--- config.mk ---
export PLATFORM = sky130hd
export DESIGN_NAME = fetch_queue
export DESIGN_NICKNAME = d
export VERILOG_FILES = /design/src/rtl/fetch_pkg.sv /design/src/rtl/fetch_queue_fifo.sv /design/src/rtl/fetch_queue.sv
export SDC_FILE = /design/constraint.sdc
export NUM_CORES = 1
export LEC_CHECK = 0
export CAP_MARGIN = 20
export CORE_MARGIN = 5
export CORE_UTILIZATION = 51
export DETAILED_ROUTE_END_ITERATION = 10
export PLACE_DENSITY = 0.77
export REMOVE_ABC_BUFFERS = 1
export SLEW_MARGIN = 20
export SYNTH_ARGS = -nofsm -noshare
export SYNTH_HDL_FRONTEND = slang
export SYNTH_HIERARCHICAL = 1
export SYNTH_SLANG_ARGS = --single-unit
--- constraint.sdc ---
create_clock -name clk -period 2 [get_ports clk]
set_input_delay 0.4 -clock clk [delete_from_list [all_inputs] [get_ports clk]]
set_output_delay 0.4 -clock clk [all_outputs]
set_load 0.01 [all_outputs]
--- src/rtl/fetch_pkg.sv ---
// Shared types for the instruction prefetch queue: FSM state, queue entry, word size.
package fetch_pkg;

    typedef enum logic [1:0] {
        FQ_IDLE,
        FQ_REQ,
        FQ_FLUSH
    } fetch_state_t;

    typedef struct packed {
        logic [31:0] pc;
        logic [31:0] instr;
    } fetch_entry_t;

    localparam int unsigned INSTR_BYTES = 4;

endpackage

--- src/rtl/fetch_queue_fifo.sv ---
// Purpose: DEPTH-entry circular store of {pc,instr} pairs with synchronous clear.
// Latency: push visible at head one cycle later; head is a plain register read.
// Backpressure: caller never pushes when full; a pop while empty is ignored.
module fetch_queue_fifo
    import fetch_pkg::*;
#(
    parameter int DEPTH = 4
) (
    input  logic                     clk,
    input  logic                     rst_n,
    input  logic                     clear,
    input  logic                     push,
    input  fetch_entry_t             push_dat,
    input  logic                     pop,
    output fetch_entry_t             head_dat,
    output logic [$clog2(DEPTH):0]   count
);

    localparam int PW = $clog2(DEPTH);

    fetch_entry_t       mem [DEPTH];
    logic [PW-1:0]      rd_ptr;
    logic [PW-1:0]      wr_ptr;
    logic               do_pop;

    assign do_pop   = pop && (count != '0);
    assign head_dat = mem[rd_ptr];

    always_ff @(posedge clk or negedge rst_n) begin
        if (!rst_n) begin
            rd_ptr <= '0;
            wr_ptr <= '0;
            count  <= '0;
            for (int i = 0; i < DEPTH; i++) begin
                mem[i] <= '0;
            end
        end else if (clear) begin
            rd_ptr <= '0;
            wr_ptr <= '0;
            count  <= '0;
        end else begin
            if (push) begin
                mem[wr_ptr] <= push_dat;
                wr_ptr      <= wr_ptr + PW'(1);
            end
            if (do_pop) begin
                rd_ptr <= rd_ptr + PW'(1);
            end
            // Simultaneous push and pop leaves the occupancy unchanged.
            case ({push, do_pop})
                2'b10:   count <= count + (PW+1)'(1);
                2'b01:   count <= count - (PW+1)'(1);
                default: count <= count;
            endcase
        end
    end

endmodule

--- src/rtl/fetch_queue.sv ---
// Purpose: sequential instruction prefetch ahead of decode; optional FETCH_BYPASS_EN forwards an empty-queue response straight to decode.
// Latency: bus response to deq_valid_o is 1 cycle (0 with FETCH_BYPASS_EN and an empty queue).
// Backpressure: requests stop while the registered count is DEPTH or halt_i is high; one outstanding request.
module fetch_queue
    import fetch_pkg::*;
#(
    parameter logic [31:0] BOOT_ADDRESS = 32'h0000_0000,
    parameter int          DEPTH        = 4
) (
    input  logic                     clk,
    input  logic                     rst_n,
    input  logic                     halt_i,
    input  logic                     flush_i,
    input  logic [31:0]              flush_pc_i,
    output logic                     instr_flush_o,
    output logic                     instr_req_o,
    input  logic                     instr_rsp_i,
    input  logic [31:0]              instr_data_i,
    output logic [31:0]              instr_addr_o,
    output logic                     deq_valid_o,
    input  logic                     deq_ready_i,
    output logic [31:0]              deq_instr_o,
    output logic [31:0]              deq_pc_o,
    output logic [$clog2(DEPTH):0]   level_o
);

    localparam int CW = $clog2(DEPTH) + 1;

    fetch_state_t   state;
    fetch_state_t   state_nxt;
    logic [31:0]    fetch_pc;
    logic [CW-1:0]  count;
    fetch_entry_t   head;
    fetch_entry_t   wr_entry;
    logic           rsp_take;
    logic           has_space;
    logic           push;

    assign rsp_take  = (state == FQ_REQ) && instr_rsp_i && !flush_i;
    // Space is judged on the registered count; a same-cycle pop does not count.
    assign has_space = count < CW'(DEPTH);
    assign wr_entry  = '{pc: fetch_pc, instr: instr_data_i};

    always_comb begin
        state_nxt = state;
        case (state)
            FQ_IDLE:  if (!halt_i && has_space) state_nxt = FQ_REQ;
            FQ_REQ:   if (instr_rsp_i)          state_nxt = FQ_IDLE;
            FQ_FLUSH:                           state_nxt = FQ_IDLE;
            default:                            state_nxt = FQ_IDLE;
        endcase
        if (flush_i) begin
            state_nxt = FQ_FLUSH;
        end
    end

    always_ff @(posedge clk or negedge rst_n) begin
        if (!rst_n) begin
            state    <= FQ_IDLE;
            fetch_pc <= BOOT_ADDRESS;
        end else begin
            state <= state_nxt;
            if (flush_i) begin
                fetch_pc <= flush_pc_i & ~32'h3;
            end else if (rsp_take) begin
                fetch_pc <= fetch_pc + 32'(INSTR_BYTES);
            end
        end
    end

`ifdef FETCH_BYPASS_EN
    logic bypass;

    assign bypass      = (count == '0) && rsp_take;
    // A bypassed word that decode takes immediately never occupies a slot.
    assign push        = rsp_take && !(bypass && deq_ready_i);
    assign deq_valid_o = (count != '0) || bypass;
    assign deq_instr_o = bypass ? instr_data_i : head.instr;
    assign deq_pc_o    = bypass ? fetch_pc     : head.pc;
`else
    assign push        = rsp_take;
    assign deq_valid_o = (count != '0);
    assign deq_instr_o = head.instr;
    assign deq_pc_o    = head.pc;
`endif

    fetch_queue_fifo #(
        .DEPTH (DEPTH)
    ) u_fifo (
        .clk      (clk),
        .rst_n    (rst_n),
        .clear    (flush_i),
        .push     (push),
        .push_dat (wr_entry),
        .pop      (deq_ready_i),
        .head_dat (head),
        .count    (count)
    );

    assign instr_req_o   = (state == FQ_REQ);
    assign instr_flush_o = (state == FQ_FLUSH);
    assign instr_addr_o  = fetch_pc;
    assign level_o       = count;

endmodule

**Word level (Yosys, flattened, before mapping)**

Index checks and enable logic that the tools add are counted.

- Flip-flop bits (word level): 297
- Bits of input ports: 70
- Output and inout port bits: 102
- Word-level logic and storage cells: 63

- Add/sub/neg operators: 5
- Order comparisons: 4
- Eq/ne operators: 6
- Muxes and demuxes: 18
- Bitwise logic cells: 3
- Reductions and logical operators: 14

Operators by type and width:

| cell | count |
|---|---|
| $bwmux 256 | 1 |
| $mux 64 | 3 |
| $bmux 64 s2 | 1 |
| $demux 64 s2 | 1 |
| $mux 32 | 2 |
| $add 32x3->32 const B | 1 |
| $mux 2 | 7 |
| $ge 3x3->1 const B | 2 |
| $not 2->3 | 2 |
| $pmux 3 s2 | 1 |
| $reduce_bool 3->1 | 2 |
| $logic_and 1x1->1 | 5 |
| $add 2x1->2 const B | 2 |
| $eq 2x1->1 const B | 2 |
| $eq 2x2->1 const B | 2 |
| $pmux 2 s2 | 1 |
| $reduce_and 2->1 | 2 |
| $reduce_bool 2->1 | 2 |
| $add 3x1->3 const B | 1 |
| $lt 3x1->1 const B | 1 |
| $lt 3x3->1 const B | 1 |
| $mux 3 | 1 |
| $ne 3x2->1 const B | 1 |
| $ne 3x3->1 const B | 1 |
| 4 further kinds | 5 |

**Logic depth before layout (Yosys ltp)**

Gate-level depths: netlist (run 1).

- Depth in word-level cells: 6
- Depth in mapped cells: 9
- Mapped depth without buffers: 7

**Modules after synthesis**

The synthesis (run 1) kept the hierarchy.

By module, submodules not included:

| module | instances | cells each | area each (um^2) | sequential area each (um^2) |
|---|---|---|---|---|
| fetch_queue_fifo | 1 | 666 | 12761.0 | 6581.3 |
| fetch_queue | 1 | 237 | 1976.9 | 800.8 |

**Worst setup path after synthesis (run 1)**

No wires, ideal clock.

- Path type: input port to flip-flop
- Start point: input port flush_i
- End point: register u_fifo.count[1]
- Setup time: 82 ps
- Data arrival time: 2296 ps
- Required time: 1918 ps
- Path slack: -378 ps
- Cell stages on the path: 8
- Path buffers: 3
- Cells stage by stage: clkbuf_1 > buf_1 > nor2_1 > buf_2 > nor2_1 > fa_1 > or3b_2 > a31oi_1

- Longest elaborated chain between the ends: 5
- Elaborated cells between the ends (all ways): 7
- Classes of those cells: eq/ne (2); mux (2); reduce/logical (3)

RTL lines:

| element | line | text |
|---|---|---|
| start: declaration | fetch_queue.sv:13 | `input logic flush_i,` |
| $logic_not 1->1 * | fetch_queue.sv:39 | `assign rsp_take = (state == FQ_REQ) && instr_rsp_i && !flush_i;` |
| $logic_and 1x1->1 * | fetch_queue.sv:39 |  |
| net push | fetch_queue.sv:37 | `logic push;` |
| $eq 2x1->1 / $eq 2x2->1 (equally long branches) | fetch_queue_fifo.sv:50 | `case ({push, do_pop})` |
| $pmux 3 s2 | fetch_queue_fifo.sv:50 |  |
| $mux 3 | fetch_queue_fifo.sv:37 | `end else if (clear) begin` |
| end signal: assignment | fetch_queue_fifo.sv:51 | `2'b10: count <= count + (PW+1)'(1);` |
| end signal: assignment | fetch_queue_fifo.sv:52 | `2'b01: count <= count - (PW+1)'(1);` |
| end signal: assignment | fetch_queue_fifo.sv:53 | `default: count <= count;` |
| end: declaration | fetch_queue_fifo.sv:16 | `output logic [$clog2(DEPTH):0] count` |

Mark *: on every way through the listed nets, which the timed path passes. The rest lies on a longest branch.
A chain may end at the register's enable or synchronous reset.

**Worst setup path after layout (run 1)**

- Start point: register u_fifo.rd_ptr[0]
- End point: output port deq_instr_o[9]

- Longest elaborated chain between the ends: 4

RTL lines:

| element | line | text |
|---|---|---|
| start: declaration | fetch_queue_fifo.sv:22 | `logic [PW-1:0] rd_ptr;` |
| start signal: assignment | fetch_queue_fifo.sv:47 | `rd_ptr <= rd_ptr + PW'(1);` |
| $not 2->3 (not written as such) | fetch_queue_fifo.sv:27 | `assign head_dat = mem[rd_ptr];` |
| $bmux 64 s2 | fetch_queue_fifo.sv:27 |  |
| $mux 64 (not written as such) (2 in series) | fetch_queue_fifo.sv:27 |  |
| end: declaration | fetch_queue.sv:22 | `output logic [31:0] deq_instr_o,` |

No other way between the ends. The select of a mux whose other input is x is not followed.

==> results of run 1 <==
kinds of logic after synthesis:
| group | synth area share (%) |
|---|---|
| AOI/OAI and AO/OA | 2.62 |
| and+or+nand+nor | 5.39 |
| muxes | 35.6 |
| xor gates and xnor gates | 0.891 |
| adders and majority gates | 0.560 |
| DFF | 50.1 |
| buffers and inverters | 4.83 |
| other | 0.0254 |
final cells by class:
cell class | instances | area share, %
clock inverter | 9 | 0.534
clock buffer | 50 | 5.45
sequential | 295 | 39.0
multi-input combinational | 549 | 35.7
inverter | 11 | 0.218
timing repair buffer | 284 | 16.6
tap | 384 | 2.53
registers in the layout, indices dropped and copies added (netlist names):
register and count:
u_fifo/mem 256, u_fifo/rd_ptr 2, u_fifo/wr_ptr 2, u_fifo/count 3, state 2, instr_addr_o 30
cell usage in the layout, fill, tap and decap left out, types with 7 or more instances in the layout:
master / netlist / layout
nor2_1: 30 / 28
buf_6: 2 / 69
or4_1: 12 / 10
o21ai_0: 15 / 15
nand4_1: 15 / 15
buf_4: 7 / 70
clkdlybuf4s50_1: 0 / 72
a31oi_1: 13 / 11
mux4_2: 64 / 64
clkbuf_16: 0 / 37
nand2_1: 29 / 29
xnor2_1: 11 / 11
mux2_2: 16 / 16
inv_1: 11 / 11
clkbuf_1: 11 / 7
conb_1: 1 / 10
buf_12: 25 / 30
o31ai_1: 13 / 11
nor3_1: 9 / 9
mux2_4: 240 / 240
dlymetal6s2s_1: 0 / 11
nand3_1: 14 / 13
dfrtp_1: 295 / 289
dlygate4sd2_1: 0 / 17
power groups by stage:
stage          Combinational (mW)  Clock (mW)  Sequential, mW
2_1_floorplan               0.887           0            6.60
3_3_place_gp                 2.22           0            6.50
3_5_place_dp                 2.26           0            6.51
4_1_cts                      2.42        6.39            6.41
5_1_grt                      2.64        6.63            6.45
6_report                     2.46        6.27            6.42
per-stage QoR:
step                hold slack [ns]  cells  util, %  cell area (um2)  total power [mW]
global route                  0.340   1582     66.3            19000              15.7
detailed placement            0.323   1495     60.3            17300              8.77
floorplan                     0.104    855        -            14100              7.49
finish                        0.356   1582     66.3            19000              15.1
global placement              0.319   1495     60.3            17300              8.72
CTS                           0.308   1576     65.6            18800              15.2
worst max path at each step:
stage                                 start                            to  slack (ns)  cells after the start
6_report       u_fifo/rd_ptr[0]$_DFFE_PN0P_                deq_instr_o[9]       -0.44                      5
5_1_grt        u_fifo/rd_ptr[0]$_DFFE_PN0P_                   deq_pc_o[0]       -0.49                      5
2_1_floorplan  u_fifo/rd_ptr[0]$_DFFE_PN0P_                deq_instr_o[0]       -1.68                      1
4_1_cts        u_fifo/rd_ptr[0]$_DFFE_PN0P_               deq_instr_o[31]       -0.45                      5
3_3_place_gp                    instr_rsp_i  instr_addr_o[30]$_DFFE_PN0P_       -0.55                      6
3_5_place_dp                    instr_rsp_i  instr_addr_o[30]$_DFFE_PN0P_       -0.56                      6
per-layer routing:
layer	GRT usage, %	wire length (um)	vias up
li1	-	-	3901
met1	29.6	15500	4690
met2	35.3	17400	226
met3	4.20	1740	41
met4	4.18	512	0
met5	0	0	-
critical path, delay by kind of cell (launching register included):
| family | cells | cell delay (ns) |
|---|---|---|
| buffers and inverters | 4 | 0.57 |
| flip-flops | 1 | 0.52 |
| multiplexers | 1 | 0.45 |
timing repair:
| item | CTS | global route |
|---|---|---|
| hold endpoints to repair | 33 | 0 |
| buffers inserted | 15 | 10 |
| setup endpoints to repair | 90 | 92 |
| pin swaps | 13 | 7 |
| hold buffers | 1 | 0 |
| gates resized for setup | 363 | 50 |
| cloned | 8 | 0 |
==> results.ini, run 1 <==
[pwr]
p_int_mw = 11.5
switchingPower_mw = 3.65
p_per_area_nw_per_um2 = 798
seqPwrFrac_pct = 42.4
power.leakage_nw = 9.50
p_clk_share_pct = 41.4
sw_frac_of_total_pct = 24.1
ir_drop_mv = 0.587
combPwrFrac_pct = 16.2

[floorplan]
die_x_um = 180
die_h_um = 180
die_area_um2 = 32400
core_um2 = 28600
pin_count = 172
initial_utilization_pct = 51.5
row_count = 62

[worst_setup_path]
critPathCaptureType = output pin
rrSetupSlack_ns = -0.03
critPathArrivalTime_ns = 2.04
slowest_stage = dfrtp_4
path_class = flip-flop to output pin
crit_fanout = 6
rr_startpoint = state[1]$_DFFE_PN0P_
worstPathRequired_ns = 1.60
reg2reg_to = instr_addr_o[24]$_DFFE_PN0P_
slowest_delay_ns = 0.52
reg2regPathDepth = 6
crit_chain = buf_12 > buf_8 > buf_16 > mux4_2 > buf_6
worst_setup_path_start_kind = flip-flop

[layout]
multi_input_area_um2 = 6770
num_antenna_cells = 0
seqCellArea_um2 = 7390
layout-drive-gt1-share_pct = 48.5
fill_cells = 1941
area_growth_pct = 28.8
fin_nets = 1251

[global_route]
antenna_found_initial = 0
grt_pass1_vias = 9760
grt_overflow = 0
grt_max_degree = 60
grt_pass1_wl_um = 56000
track_usage_pct = 21.2

[logic_synthesis]
synth_edf_count = 0
synth_commonest_cells = dfrtp_1 (295), mux2_4 (240), mux4_2 (64), nor2_1 (30), nand2_1 (29)
yosysSeqAreaShare_pct = 50.1
syn_avg_cell_area_um2 = 16.3
synthArstFlopShare_pct = 100
ys_types = 50
synth-main-ff-cell = dfrtp_1
synth_area_leader_cell = dfrtp_1
yosys-top-cells-area = dfrtp_1 (50%), mux2_4 (24%), mux4_2 (9.8%)
yosys_warnings = 6
yosysTopAreaCellShare_pct = 50.1
yosysMostFrequentCell = dfrtp_1
synth-seq-cells = 295
syn_inst = 903
syn_area_um2 = 14700

[status]
status = finished, violations left
violations = negative setup slack

[timing]
setup_viol = 67
max_freq_mhz = 410
fin_crit_ns = 2.44
slew_violations = 0
hold_viol = 0
setup-tns-final_ns = -23.07
worst_slack_ns = -0.440
skew_ns = 0.0118
finalCritPeriodShare_pct = 122
rsz0062_at_grt = yes

[clock_tree]
root_buffer = clkbuf_16
clock_sink_count = 295
tritoncts = yes
clkTransAtPathRegs_ns = 0.06
clk-insertion-delay-late_ns = 0.50
cts_max_path_buffers = 3
cts_buffers = 34
htree_num_levels = 2

[drt]
firstDrtPassIters = 5
vias = 8858
finalWirelength_um = 35200
drc = 0
vias_per_cell = 5.60
avgRoutedWirePerCell_um = 22.2
drt-initial-drc-count = 448
ant_nets = 0

[hold_path]
min_from = flush_i
holdPathStages = 2
whs_endpoint = state[1]$_DFFE_PN0P_
hold_path_class = input port to flip-flop

[placement]
io_buffer_count = 167
dp_hpwl_um = 22300
gp_congestion = 0.793
pre_cts_ws_ns = -0.564

[flow_run]
max_cap_viol_count = 0

Power figures use the tool's default switching activity.
==> inputs of run 2 (changes only) <==
- CAP_MARGIN: 20 -> 10
- TNS_END_PERCENT: default -> 20
==> run 2 against run 1 <==
Effect of this change:
- the flow still finishes with violations (negative setup slack)
- critical path type unchanged
- sequential share of layout area is 0.37 points higher
- combinational power is 2% lower
- first-iteration DRC count is 3.1% lower
- worst setup slack better by 0.0035 ns
- utilization is 0.62 points lower
- wire length is 1.7% lower
- highest routed layer unchanged
- register-to-register slack worse by 0.09 ns
- count of clock-buffer cells in the layout stayed put
- critical endpoint unchanged
- non-clock buffer count is 13 lower
==> results.ini, run 2 (synthesis results as in run 1) <==
[clock_tree]
clock_sink_count = 295
cts_max_path_buffers = 3
htree_num_levels = 2
tritoncts = yes
cts_buffers = 34
clkTransAtPathRegs_ns = 0.06
clk-insertion-delay-late_ns = 0.50
root_buffer = clkbuf_16

[layout]
largest_register_ffs = 256
fill_cells = 1959
area_growth_pct = 27.6
num_antenna_cells = 0
final_cell_mix = dfrtp_1 (289), mux2_4 (240), clkdlybuf4s50_1 (69), mux4_2 (64), buf_4 (62)
fin_nets = 1238
stdcell_area_um2 = 18800
layout-drive-gt1-share_pct = 47.4
mostFrequentLayoutCell = dfrtp_1
regMostFlops = u_fifo/mem

[pwr]
p_clk_share_pct = 41.5
switchingPower_mw = 3.62
seqPwrFrac_pct = 42.6
sw_frac_of_total_pct = 24.0
ir_drop_mv = 0.587
combPwrFrac_pct = 15.9
power.leakage_nw = 9.49
p_int_mw = 11.5
p_per_area_nw_per_um2 = 802

[global_route]
grt_pass1_vias = 9727
grt_pass1_wl_um = 55800
grt_max_degree = 60
antenna_found_initial = 0
track_usage_pct = 21.1
grt_overflow = 0

[floorplan]
die_area_um2 = 32400
initial_utilization_pct = 51.5
row_count = 62
die_x_um = 180
pin_count = 172
core_um2 = 28600
die_h_um = 180

[drt]
vias = 8728
ant_nets = 0
avgRoutedWirePerCell_um = 22.0
finalWirelength_um = 34600
firstDrtPassIters = 4
vias_per_cell = 5.56
drc = 0
drt-initial-drc-count = 434

[worst_setup_path]
critPathArrivalTime_ns = 2.04
worst_setup_path_start_kind = flip-flop
crit_fanout = 6
path_class = flip-flop to output pin
critPathCaptureType = output pin
worstPathRequired_ns = 1.60

[timing]
setup-tns-final_ns = -23.43
worst_slack_ns = -0.436
max_freq_mhz = 410
finalCritPeriodShare_pct = 122
skew_ns = 0.0135
rsz0062_at_grt = yes
slew_violations = 0
setup_viol = 72
fin_crit_ns = 2.44
hold_viol = 0

[status]
violations = negative setup slack
status = finished, violations left

[placement]
io_buffer_count = 167
dp_hpwl_um = 22300
gp_congestion = 0.793
place_area_um2 = 17300

[hold_path]
hold_path_class = input port to flip-flop

[flow_run]
max_cap_viol_count = 0

[run 2: changes by cell type in the layout (fill, tap and decap cells not counted), moves of 2 or more]
cell | before | now
dlymetal6s2s_1 | 11 | 16
buf_4 | 70 | 62
buf_2 | 5 | 8
clkdlybuf4s50_1 | 72 | 69
a31oi_1 | 11 | 13
dlygate4sd2_1 | 17 | 15
buf_6 | 69 | 61
[run 2: path summary, 6_finish.rpt]
check                                             start  cells past startpoint  slack [ns]                           end
setup / recovery           u_fifo/rd_ptr[0]$_DFFE_PN0P_                      5       -0.44                deq_instr_o[9]
hold / removal                                  flush_i                      2        0.34          state[1]$_DFFE_PN0P_
max in group asynchronous                         rst_n                      3        0.94  u_fifo/rd_ptr[1]$_DFFE_PN0P_
hold reg to reg             u_fifo/mem[129]$_DFFE_PN0P_                      1        0.50   u_fifo/mem[129]$_DFFE_PN0P_
setup reg to reg            instr_addr_o[3]$_DFFE_PN0P_                      6       -0.12  instr_addr_o[30]$_DFFE_PN0P_
min in group asynchronous                         rst_n                      2        0.39   u_fifo/mem[215]$_DFFE_PN0P_
[run 2: power by group through the flow]
stage	Clock, mW	Sequential [mW]	Combinational (mW)
global placement	0	6.50	2.22
CTS	6.39	6.42	2.40
detailed placement	0	6.51	2.26
finish	6.26	6.42	2.40
floorplan	0	6.60	0.887
global route	6.64	6.45	2.58
[run 2: worst max-delay path, stage by stage (launching register included)]
cell     delay [ns]
dfrtp_4        0.52
buf_12         0.15
buf_8          0.13
buf_16         0.15
mux4_2         0.45
buf_6          0.14
[run 2: layout make-up]
class / count / area (um2) / share of cell area (%)
multi-input combinational: 549 / 6710 / 35.7
sequential: 295 / 7390 / 39.3
tap: 384 / 480 / 2.56
clock buffer: 50 / 1030 / 5.50
clock inverter: 9 / 101 / 0.539
timing repair buffer: 271 / 3040 / 16.1
inverter: 11 / 41.3 / 0.220
[run 2: per-layer routing]
metal / vias up / wire length, um / global-route usage, %
li1: 3871 / - / -
met1: 4622 / 15400 / 29.5
met2: 198 / 17100 / 35.1
met4: 0 / 436 / 4.05
met5: - / 0 / 0
met3: 37 / 1680 / 4.16
[run 2: what timing repair did]
item | in CTS | in global routing
hold endpoints to repair | 33 | 0
pin swaps | 3 | 3
gates resized for setup | 354 | 38
setup endpoints to repair | 90 | 95
setup buffers | 12 | 0
gates cloned | 7 | 0
hold buffers | 1 | 0
[run 2: through the flow]
stage | worst slack [ns] | power, mW | util (%) | cells | hold slack [ns]
5_1_grt | -0.490 | 15.7 | 65.7 | 1569 | 0.328
3_5_place_dp | -0.564 | 8.77 | 60.3 | 1495 | 0.323
4_1_cts | -0.449 | 15.2 | 65.4 | 1572 | 0.308
6_report | -0.436 | 15.1 | 65.7 | 1569 | 0.340
2_1_floorplan | -1.68 | 7.49 | - | 855 | 0.104
3_3_place_gp | -0.546 | 8.72 | 60.3 | 1495 | 0.319
==> inputs of run 3 (changes only) <==
==> constraint.sdc (replaced) <==
create_clock -name clk -period 2 [get_ports clk]
set_input_delay 0.5 -clock clk [delete_from_list [all_inputs] [get_ports clk]]
set_output_delay 0.5 -clock clk [all_outputs]
set_load 0.01 [all_outputs]
==> run 3 against run 2 <==
Effect of this change:
- the flow still finishes with violations (negative setup slack)
- flip-flop and latch count unchanged
- fmax decreased by 5.4%
- clock skew is 0.0023 ns lower
- count of clock-buffer cells in the layout shrank 4
- register-to-register slack barely moved
- first-iteration DRC count is 11% higher
- critical endpoint is now deq_pc_o[12]
==> results.ini, run 3 (synthesis results as in run 1) <==
[layout]
regMostFlops = u_fifo/mem
fin_util_pct = 65.1
area_growth_pct = 26.4
stdcell_count = 1581
fin_nets = 1249
mostFrequentLayoutCell = dfrtp_1
stdcell_area_um2 = 18600
final_cell_mix = dfrtp_1 (292), mux2_4 (240), buf_4 (71), clkdlybuf4s50_1 (64), mux4_2 (64)
fill_cells = 1999
largest_register_ffs = 256
num_antenna_cells = 0
layout-drive-gt1-share_pct = 48.0

[placement]
pre_cts_ws_ns = -0.666
dp_hpwl_um = 22800
place_area_um2 = 17400
gp_congestion = 0.827
dp.cells = 1508
io_buffer_count = 167

[drt]
avgRoutedWirePerCell_um = 21.7
vias = 8803
drc = 0
vias_per_cell = 5.57
drt-initial-drc-count = 482
ant_nets = 0
finalWirelength_um = 34300
firstDrtPassIters = 5

[clock_tree]
htree_num_levels = 1
clock_sink_count = 295
clk-insertion-delay-late_ns = 0.56
clkTransAtPathRegs_ns = 0.06
root_buffer = clkbuf_16
cts_buffers = 31
tritoncts = yes
cts_max_path_buffers = 3

[global_route]
track_usage_pct = 20.9
antenna_found_initial = 0
grt_max_degree = 66
grt_overflow = 0
grt_pass1_vias = 9768
grt_pass1_wl_um = 55400

[timing]
fin_crit_ns = 2.58
setup_viol = 72
hold_viol = 0
hold_slack_ns = 0.447
worst_slack_ns = -0.575
max_freq_mhz = 388
setup-tns-final_ns = -31.67
rsz0062_at_grt = yes
skew_ns = 0.0113
tightest_slew_ns = 0.587
slew_headroom_pct = 60.9
finalCritPeriodShare_pct = 129
slew_violations = 0

[floorplan]
core_um2 = 28600
row_count = 62
initial_utilization_pct = 51.5
pin_count = 172
die_x_um = 180
die_h_um = 180
die_area_um2 = 32400

[status]
status = finished, violations left
violations = negative setup slack

[worst_setup_path]
path_class = flip-flop to output pin
worstPathRequired_ns = 1.50
worst_setup_path_start_kind = flip-flop
crit_fanout = 5
critPathCaptureType = output pin
critPathArrivalTime_ns = 2.08

[flow_run]
max_cap_viol_count = 0

[pwr]
power_mw = 14.3
ir_drop_mv = 0.676
power.leakage_nw = 9.33
p_per_area_nw_per_um2 = 766

[hold_path]
hold_path_class = input port to flip-flop

run 3: changes by cell type in the layout (fill, tap and decap cells not counted), moves of 3 or more:
cell             delta
dlymetal6s2s_1     -15
buf_2               +9
dlygate4sd2_1      +18
dfrtp_2             -3
buf_12              +6
clkdlybuf4s50_1     -5
dfrtp_1             +3
buf_6               -3
clkbuf_16           -6
buf_4               +9
buf_16              -4
run 3: worst max-delay path, cell delays in order (launching register included):
cell	delay, ns
dfrtp_4	0.52
buf_12	0.15
buf_12	0.13
buf_16	0.13
mux4_2	0.44
buf_6	0.14
run 3: path summary, 6_finish.rpt:
path	start	to	slack, ns	depth (start not counted)
worst max-delay path	u_fifo/rd_ptr[0]$_DFFE_PN0P_	deq_pc_o[12]	-0.58	5
worst min register to register	u_fifo/mem[65]$_DFFE_PN0P_	u_fifo/mem[65]$_DFFE_PN0P_	0.51	1
max in group asynchronous	rst_n	u_fifo/mem[203]$_DFFE_PN0P_	0.83	3
worst min-delay path	instr_rsp_i	state[0]$_DFFE_PN0P_	0.45	4
min in group asynchronous	rst_n	u_fifo/mem[83]$_DFFE_PN0P_	0.51	2
worst max register to register	instr_addr_o[2]$_DFFE_PN0P_	instr_addr_o[26]$_DFFE_PN0P_	-0.13	6
run 3: repair_timing:
item | CTS | global route
resized for setup | 362 | 16
endpoints found under the hold margin | 53 | 0
endpoints found under the setup margin | 108 | 83
hold buffers | 1 | 0
cloned | 4 | 0
pin swaps | 1 | 4
setup buffers | 12 | 1
run 3: report_power, final:
part | total (mW) | internal (mW) | switching [mW]
Clock | 5.49 | 3.14 | 2.35
Combinational | 2.38 | 1.35 | 1.03
Sequential | 6.40 | 6.23 | 0.176
Total | 14.3 | 10.7 | 3.55
run 3: area by class of cell:
type                    count  area (um2)  share of cell area, %
clock buffers              46         912                   4.90
clock inverters            11        63.8                  0.343
inverters                  11        41.3                  0.222
multi-input cells         549        6710                   36.0
flip-flops and latches    295        7390                   39.7
well taps                 384         480                   2.58
repair buffers            285        3030                   16.2
run 3: routing by layer:
metal | vias up | part of all wire [%] | GRT usage, % | routed length, um
li1 | 3882 | - | - | -
met1 | 4627 | 44 | 29.1 | 15200
met2 | 246 | 48 | 34.3 | 16600
met3 | 48 | 4.9 | 3.74 | 1690
met4 | 0 | 2.3 | 5.06 | 788
met5 | - | 0 | 0 | 0
